`config.mk`:
```
export PLATFORM = sky130hd
export DESIGN_NAME = quad_decoder
export DESIGN_NICKNAME = d
export VERILOG_FILES = /design/src/rtl/qdec_pkg.sv /design/src/rtl/qdec_sync_filter.sv /design/src/rtl/quad_decoder.sv
export SDC_FILE = /design/constraint.sdc
export NUM_CORES = 1
export LEC_CHECK = 0
export BUFFER_PORTS_ARGS = -buffer_cell sky130_fd_sc_hd__clkbuf_2
export CAP_MARGIN = 40
export CORE_MARGIN = 2
export CORE_UTILIZATION = 52
export DETAILED_ROUTE_END_ITERATION = 7
export PLACE_DENSITY_LB_ADDON = 0.12
export SKIP_LAST_GASP = 1
export SYNTH_ARGS = -nofsm -noshare
export SYNTH_HDL_FRONTEND = slang
export SYNTH_SLANG_ARGS = --single-unit
```
`constraint.sdc`:
```
create_clock -name clk -period 1.95 [get_ports clk]
set_input_delay 0.39 -clock clk [delete_from_list [all_inputs] [get_ports clk]]
set_output_delay 0.39 -clock clk [all_outputs]
set_load 0.02 [all_outputs]
```
`src/rtl/qdec_pkg.sv`:
```
// Shared types and the phase-step classifier for the quadrature decoder.
// Phase encoding is {A,B}; the forward (up) order is 00->01->11->10->00.
package qdec_pkg;

    typedef enum logic {
        INIT = 1'b0,
        RUN  = 1'b1
    } qdec_state_t;

    localparam logic [1:0] PH_00 = 2'b00;
    localparam logic [1:0] PH_01 = 2'b01;
    localparam logic [1:0] PH_11 = 2'b11;
    localparam logic [1:0] PH_10 = 2'b10;

    typedef struct packed {
        logic valid;
        logic dir;
        logic illegal;
    } qdec_dir_t;

    // dir is only meaningful when valid is set; 1 = up
    function automatic qdec_dir_t qdec_dir(input logic [1:0] p, input logic [1:0] s);
        qdec_dir_t r;
        r = '0;
        if (p != s) begin
            if ((p ^ s) == 2'b11) begin
                r.illegal = 1'b1;
            end else begin
                r.valid = 1'b1;
                r.dir   = ((p == PH_00) && (s == PH_01)) ||
                          ((p == PH_01) && (s == PH_11)) ||
                          ((p == PH_11) && (s == PH_10)) ||
                          ((p == PH_10) && (s == PH_00));
            end
        end
        return r;
    endfunction

endpackage

```
`src/rtl/qdec_sync_filter.sv`:
```
// Per-phase synchronizer chain plus optional stability filter (QDEC_FILTER_EN).
// Latency: SYNC_STAGES cycles, plus FILTER_LEN with the filter; no backpressure.
// Backpressure: none, the output simply follows the (filtered) input level.
module qdec_sync_filter #(
    parameter int SYNC_STAGES = 2
`ifdef QDEC_FILTER_EN
    , parameter int FILTER_LEN = 4
`endif
) (
    input  logic clk,
    input  logic rst,
    input  logic d_async,
    output logic q
);

    logic [SYNC_STAGES-1:0] r_sync;

    always_ff @(posedge clk) begin
        if (rst) begin
            r_sync <= '0;
        end else begin
            r_sync <= {r_sync[SYNC_STAGES-2:0], d_async};
        end
    end

`ifdef QDEC_FILTER_EN
    localparam int CW = $clog2(FILTER_LEN + 1);

    logic [CW-1:0] r_cnt;
    logic          r_q;
    logic          w_in;

    assign w_in = r_sync[SYNC_STAGES-1];

    // r_cnt counts consecutive cycles the input has disagreed with r_q
    always_ff @(posedge clk) begin
        if (rst) begin
            r_cnt <= '0;
            r_q   <= 1'b0;
        end else if (w_in == r_q) begin
            r_cnt <= '0;
        end else if (r_cnt == CW'(FILTER_LEN - 1)) begin
            r_q   <= w_in;
            r_cnt <= '0;
        end else begin
            r_cnt <= r_cnt + 1'b1;
        end
    end

    assign q = r_q;
`else
    assign q = r_sync[SYNC_STAGES-1];
`endif

endmodule

```
`src/rtl/quad_decoder.sv`:
```
// Quadrature A/B decoder: count-enable pulse + direction, sticky error and saturating error count.
// Latency: pin edge to cnt_en is SYNC_STAGES+1 cycles (+FILTER_LEN when QDEC_FILTER_EN is defined).
// Backpressure: none; accepts one quarter-step per cycle, en=0 only suppresses pulses and errors.
module quad_decoder #(
    parameter int SYNC_STAGES = 2,
    parameter int FILTER_LEN  = 4,
    parameter int ERR_CNT_W   = 8
) (
    input  logic                 clk,
    input  logic                 rst,
    input  logic                 en,
    input  logic                 a_in,
    input  logic                 b_in,
    input  logic                 err_clr,
    output logic                 cnt_en,
    output logic                 cnt_mode,
    output logic                 err,
    output logic [ERR_CNT_W-1:0] err_cnt,
    output logic [1:0]           phase
);
    import qdec_pkg::*;

`ifdef QDEC_FILTER_EN
    localparam int FILT_LAT = FILTER_LEN;
`else
    localparam int FILT_LAT = 0 * FILTER_LEN;
`endif
    // INIT spans the full input pipeline so phase holds a real sample before RUN compares
    localparam int INIT_LEN = SYNC_STAGES + 1 + FILT_LAT;
    localparam int ICW      = $clog2(INIT_LEN + 1);

    logic                 w_a;
    logic                 w_b;
    logic [1:0]           w_s;
    qdec_dir_t            w_dir;
    logic                 w_err_evt;

    qdec_state_t          r_state;
    logic [ICW-1:0]       r_init_cnt;
    logic [1:0]           r_phase;
    logic                 r_cnt_en;
    logic                 r_cnt_mode;
    logic                 r_err;
    logic [ERR_CNT_W-1:0] r_err_cnt;

`ifdef QDEC_FILTER_EN
    qdec_sync_filter #(.SYNC_STAGES(SYNC_STAGES), .FILTER_LEN(FILTER_LEN)) u_sync_a (
        .clk(clk), .rst(rst), .d_async(a_in), .q(w_a)
    );
    qdec_sync_filter #(.SYNC_STAGES(SYNC_STAGES), .FILTER_LEN(FILTER_LEN)) u_sync_b (
        .clk(clk), .rst(rst), .d_async(b_in), .q(w_b)
    );
`else
    qdec_sync_filter #(.SYNC_STAGES(SYNC_STAGES)) u_sync_a (
        .clk(clk), .rst(rst), .d_async(a_in), .q(w_a)
    );
    qdec_sync_filter #(.SYNC_STAGES(SYNC_STAGES)) u_sync_b (
        .clk(clk), .rst(rst), .d_async(b_in), .q(w_b)
    );
`endif

    assign w_s       = {w_a, w_b};
    assign w_dir     = qdec_dir(r_phase, w_s);
    assign w_err_evt = (r_state == RUN) && en && w_dir.illegal;

    always_ff @(posedge clk) begin
        if (rst) begin
            r_state    <= INIT;
            r_init_cnt <= '0;
            r_phase    <= PH_00;
            r_cnt_en   <= 1'b0;
            r_cnt_mode <= 1'b1;
            r_err      <= 1'b0;
            r_err_cnt  <= '0;
        end else begin
            // previous phase always tracks, so re-enabling cannot emit a stale step
            r_phase  <= w_s;
            r_cnt_en <= 1'b0;

            case (r_state)
                INIT: begin
                    if (r_init_cnt == ICW'(INIT_LEN - 1)) begin
                        r_state <= RUN;
                    end else begin
                        r_init_cnt <= r_init_cnt + 1'b1;
                    end
                end
                RUN: begin
                    if (en && w_dir.valid) begin
                        r_cnt_en   <= 1'b1;
                        r_cnt_mode <= w_dir.dir;
                    end
                end
                default: r_state <= INIT;
            endcase

            // a fresh error outranks a simultaneous clear
            if (w_err_evt) begin
                r_err <= 1'b1;
                if (err_clr) begin
                    r_err_cnt <= ERR_CNT_W'(1);
                end else if (!(&r_err_cnt)) begin
                    r_err_cnt <= r_err_cnt + 1'b1;
                end
            end else if (err_clr) begin
                r_err     <= 1'b0;
                r_err_cnt <= '0;
            end
        end
    end

    assign cnt_en   = r_cnt_en;
    assign cnt_mode = r_cnt_mode;
    assign err      = r_err;
    assign err_cnt  = r_err_cnt;
    assign phase    = r_phase;

endmodule

```
==> metrics.md <==
| Metric | Value |
|---|---|
| Final ANT Viol Nets | 0 |
| Share of the clock period used by the worst path | between 80 and 90% |
| Class of the tightest hold or removal check | primary input to flop |
| Crit path arrival time | 1.86 ns |
| RSZ-0062 raised after global routing | no |
| Crit path setup slack, layout | 0.333 ns |
| Tot Pwr | 0.905 mW |
| GR Util All Layers | about 17% |
| Final-report max-slew violation count | 0 |
| Cell area power density | 822 nW/um^2 |
| Mean routed wirelength per cell | ~12 um |
| Final Hold Vio Count | 0 |
| Die boundary height | 46.7 um |
| Number of buffers created by CTS | 3 |
| Die Span X | 46.7 um |
| Run status | complete, no violations |
| Layout cells sized above 1 | 23.9% |
| 1st-pass router iterations | 4 |
| Number of DRC markers in iteration 0 | 18 |
| Core area | 1730 um^2 |
| Count of flip-flops with a built-in enable after synthesis | 0 |
| Critical setup path kind | flop to flop |
| R2R cell count | 5 |
| Number of antenna diodes | 0 |
| Commonest non-fill, non-tap cells in the layout | sky130_fd_sc_hd__dfxtp_1 (20), sky130_fd_sc_hd__clkbuf_2 (18), sky130_fd_sc_hd__nor2b_1 (8), sky130_fd_sc_hd__nor2_1 (8), sky130_fd_sc_hd__ha_1 (5) |
| H-tree level count | 1 |
| RR Endpoint | err_cnt[0] |
| I/O Buffers | 18 |
| Avg Synthesized Cell Area | 9.75 um^2 |
| Detailed-placement wirelength estimate | about 1200 um |
| Ys Warns | 0 |
| Final routed wirelength across all metal layers | approximately 1700 um |
| Worst clock skew | 0.00744 ns |
| Site row count | 15 |
| Slew Limit Headroom | between 80 and 90% |
| Area after DPL | 1050 um^2 |
| Vias per Instance | 5.38 |
| Worst VDD drop | 0.000536 V |
| Largest stage delay on the critical path | 0.42 ns |
| CTS Buffer Depth | 2 |
| Required @ worst endpoint | 2.19 ns |
| Total negative slack for setup checks | 0 ns |
| Clock edge transition at the registers on the reported setup and hold paths | 0.12 ns |
| Cells traversed along the worst timing path | xor2_1 -> ha_1 -> nand3_1 -> a2111o_1 -> o21ai_1 |
| Via count of the first global-routing pass | about 610 |
| Non-Filler Cell Area, Final | 1100 um^2 |
| # DRC | 0 |
| Worst skew pair latency | 0.30 ns |
| Kind of end point of the critical path | flop |
| Largest net degree at the start of global routing | 17 |
| Synthesized Nets | 108 |
| Finish-stage setup viols | 0 |
| Portion of the post-synthesis area used by sequential elements | 42.3% |
| Largest fanout on the critical path | 5 |
| Slowest cell on the critical path | sky130_fd_sc_hd__a2111o_1 |
| Critical Path Start | u_sync_a.r_sync[1] |
| Most common flop cell mapped by yosys | sky130_fd_sc_hd__dfxtp_1 |
| Count of fill cells added during filler insertion | approximately 160 |
| Count of cell types in the netlist | 34 |
| Total vias in the final route | around 760 |
| Critical Path End | err_cnt[0] |
| Maximum capacitance violations | 0 |
| Number of gates given a new drive strength after cts | 0 |
| Startpoint types | flop |
| Cts hold-fix bufs | 0 |
| Synthesis-stage register bit count | 20 |
| Cell at the root of the clock tree | sky130_fd_sc_hd__clkbuf_4 |
| Die outline area | 2180 um^2 |
| Post-synthesis cell area | 946 um^2 |
| Actual transition at the worst max-transition pin | 0.286 ns |
| Static power due to leakage | 0.469 nW |
| Area grow syn2layout | 16.4% |
| Post-synthesis cell count | between 90 and 100 |
| RePlAce Congestion | 0.792 |
| Clock Sinks | 20 |
| Overall overflow remaining after global route | 0 |
| Post-CTS setup repair buffer count | 0 |
| IO Count | 19 |
| Number of nets in the layout | 129 |
| Fraction of registers with async set/reset | 0% |
| Most common cell after layout, fill and taps aside | sky130_fd_sc_hd__dfxtp_1 |
| Final-layout worst hold slack | 0.300 ns |
| Antenna violations before repair | 0 |
| Effective utilization at floorplan | 54.8% |
| R2r setup slk | 0.33 ns |
| Worst setup slack after placement | about 0.36 ns |
| Reg-to-reg startpoint | u_sync_a.r_sync[1] |
| Global-route wire length before repair | 2710 um |
| TritonCTS clock tree | done |
| Max Clock Freq | 0.618 GHz |
| Minimum period implied by the final worst setup slack | 1.62 ns |
[sequential cells by signal, summed over array words and instances (netlist names)]
| signal | count |
|---|---|
| u_sync_b.r_sync | 2 |
| r_state | 1 |
| cnt_mode | 1 |
| cnt_en | 1 |
| err_cnt | 8 |
| phase | 2 |
| u_sync_a.r_sync | 2 |
| r_init_cnt | 2 |
| err | 1 |
[kinds of logic after synthesis]
kind of cell | count (synthesis) | synth area share, %
buffers and inverters | 6 | 3.97
DFF | 20 | 42.3
muxes | 2 | 2.12
adders and majority gates | 5 | 6.61
xor gates and xnor gates | 5 | 4.63
AOI/OAI and AO/OA | 19 | 15.7
and+or+nand+nor | 40 | 24.6
[critical path, delay by kind of cell (launching register included)]
family / cells / cell delay (ns)
compound gates: 2 / 0.49
flops: 1 / 0.39
fa+ha+maj: 1 / 0.25
xor+xnor: 1 / 0.24
simple gates: 1 / 0.20
[synthesized netlist by cell type (3+ instances only)]
cell | instances | area [um^2]
sky130_fd_sc_hd__nor2b_1 | 8 | 50.1
sky130_fd_sc_hd__inv_1 | 3 | 11.3
sky130_fd_sc_hd__a211oi_1 | 4 | 30.0
sky130_fd_sc_hd__nand3_1 | 4 | 20.0
sky130_fd_sc_hd__ha_1 | 5 | 62.6
sky130_fd_sc_hd__dfxtp_1 | 20 | 400
sky130_fd_sc_hd__nand2_1 | 4 | 15.0
sky130_fd_sc_hd__xnor2_1 | 3 | 26.3
sky130_fd_sc_hd__and4_1 | 3 | 26.3
sky130_fd_sc_hd__nor2_1 | 8 | 30.0
sky130_fd_sc_hd__a21oi_1 | 4 | 20.0
[metrics by stage]
step	util (%)	std cells
detailed placement	60.7	138
floorplan	-	97
global route	63.8	142
CTS	63.8	142
finish	63.8	142
global placement	60.7	138
[per-layer routing]
layer | track usage (%) | wire [um]
met1 | 25.4 | 898
met2 | 25.0 | 714
met3 | 3.53 | 63
met4 | 6.67 | 13
met5 | 0 | 0
[power by group]
group          leakage, nW  switching (mW)  internal [mW]
combinational        0.278          0.0566         0.0504
sequential           0.163          0.0237          0.439
clock               0.0279           0.128          0.207
total                0.469           0.209          0.697
[worst min path at each step]
stage,start,to,slack [ns],cells past startpoint
5_1_grt,b_in,u_sync_b.r_sync[0],0.29,2
4_1_cts,b_in,u_sync_b.r_sync[0],0.29,2
3_5_place_dp,u_sync_b.r_sync[0],u_sync_b.r_sync[1],0.43,1
3_3_place_gp,u_sync_b.r_sync[0],u_sync_b.r_sync[1],0.42,1
2_1_floorplan,u_sync_a.r_sync[0],u_sync_a.r_sync[1],0.41,1
6_report,b_in,u_sync_b.r_sync[0],0.30,2
[area by class of cell]
type	count	area (um^2)	area share (%)
inverters	3	11.3	1.02
clock buffers	3	22.5	2.05
multi-input cells	71	508	46.1
flip-flops and latches	20	400	36.4
well taps	25	31.3	2.84
clock inverters	1	30.0	2.73
repair buffers	19	97.6	8.86
Note: power is estimated with default switching activity, not from simulation.
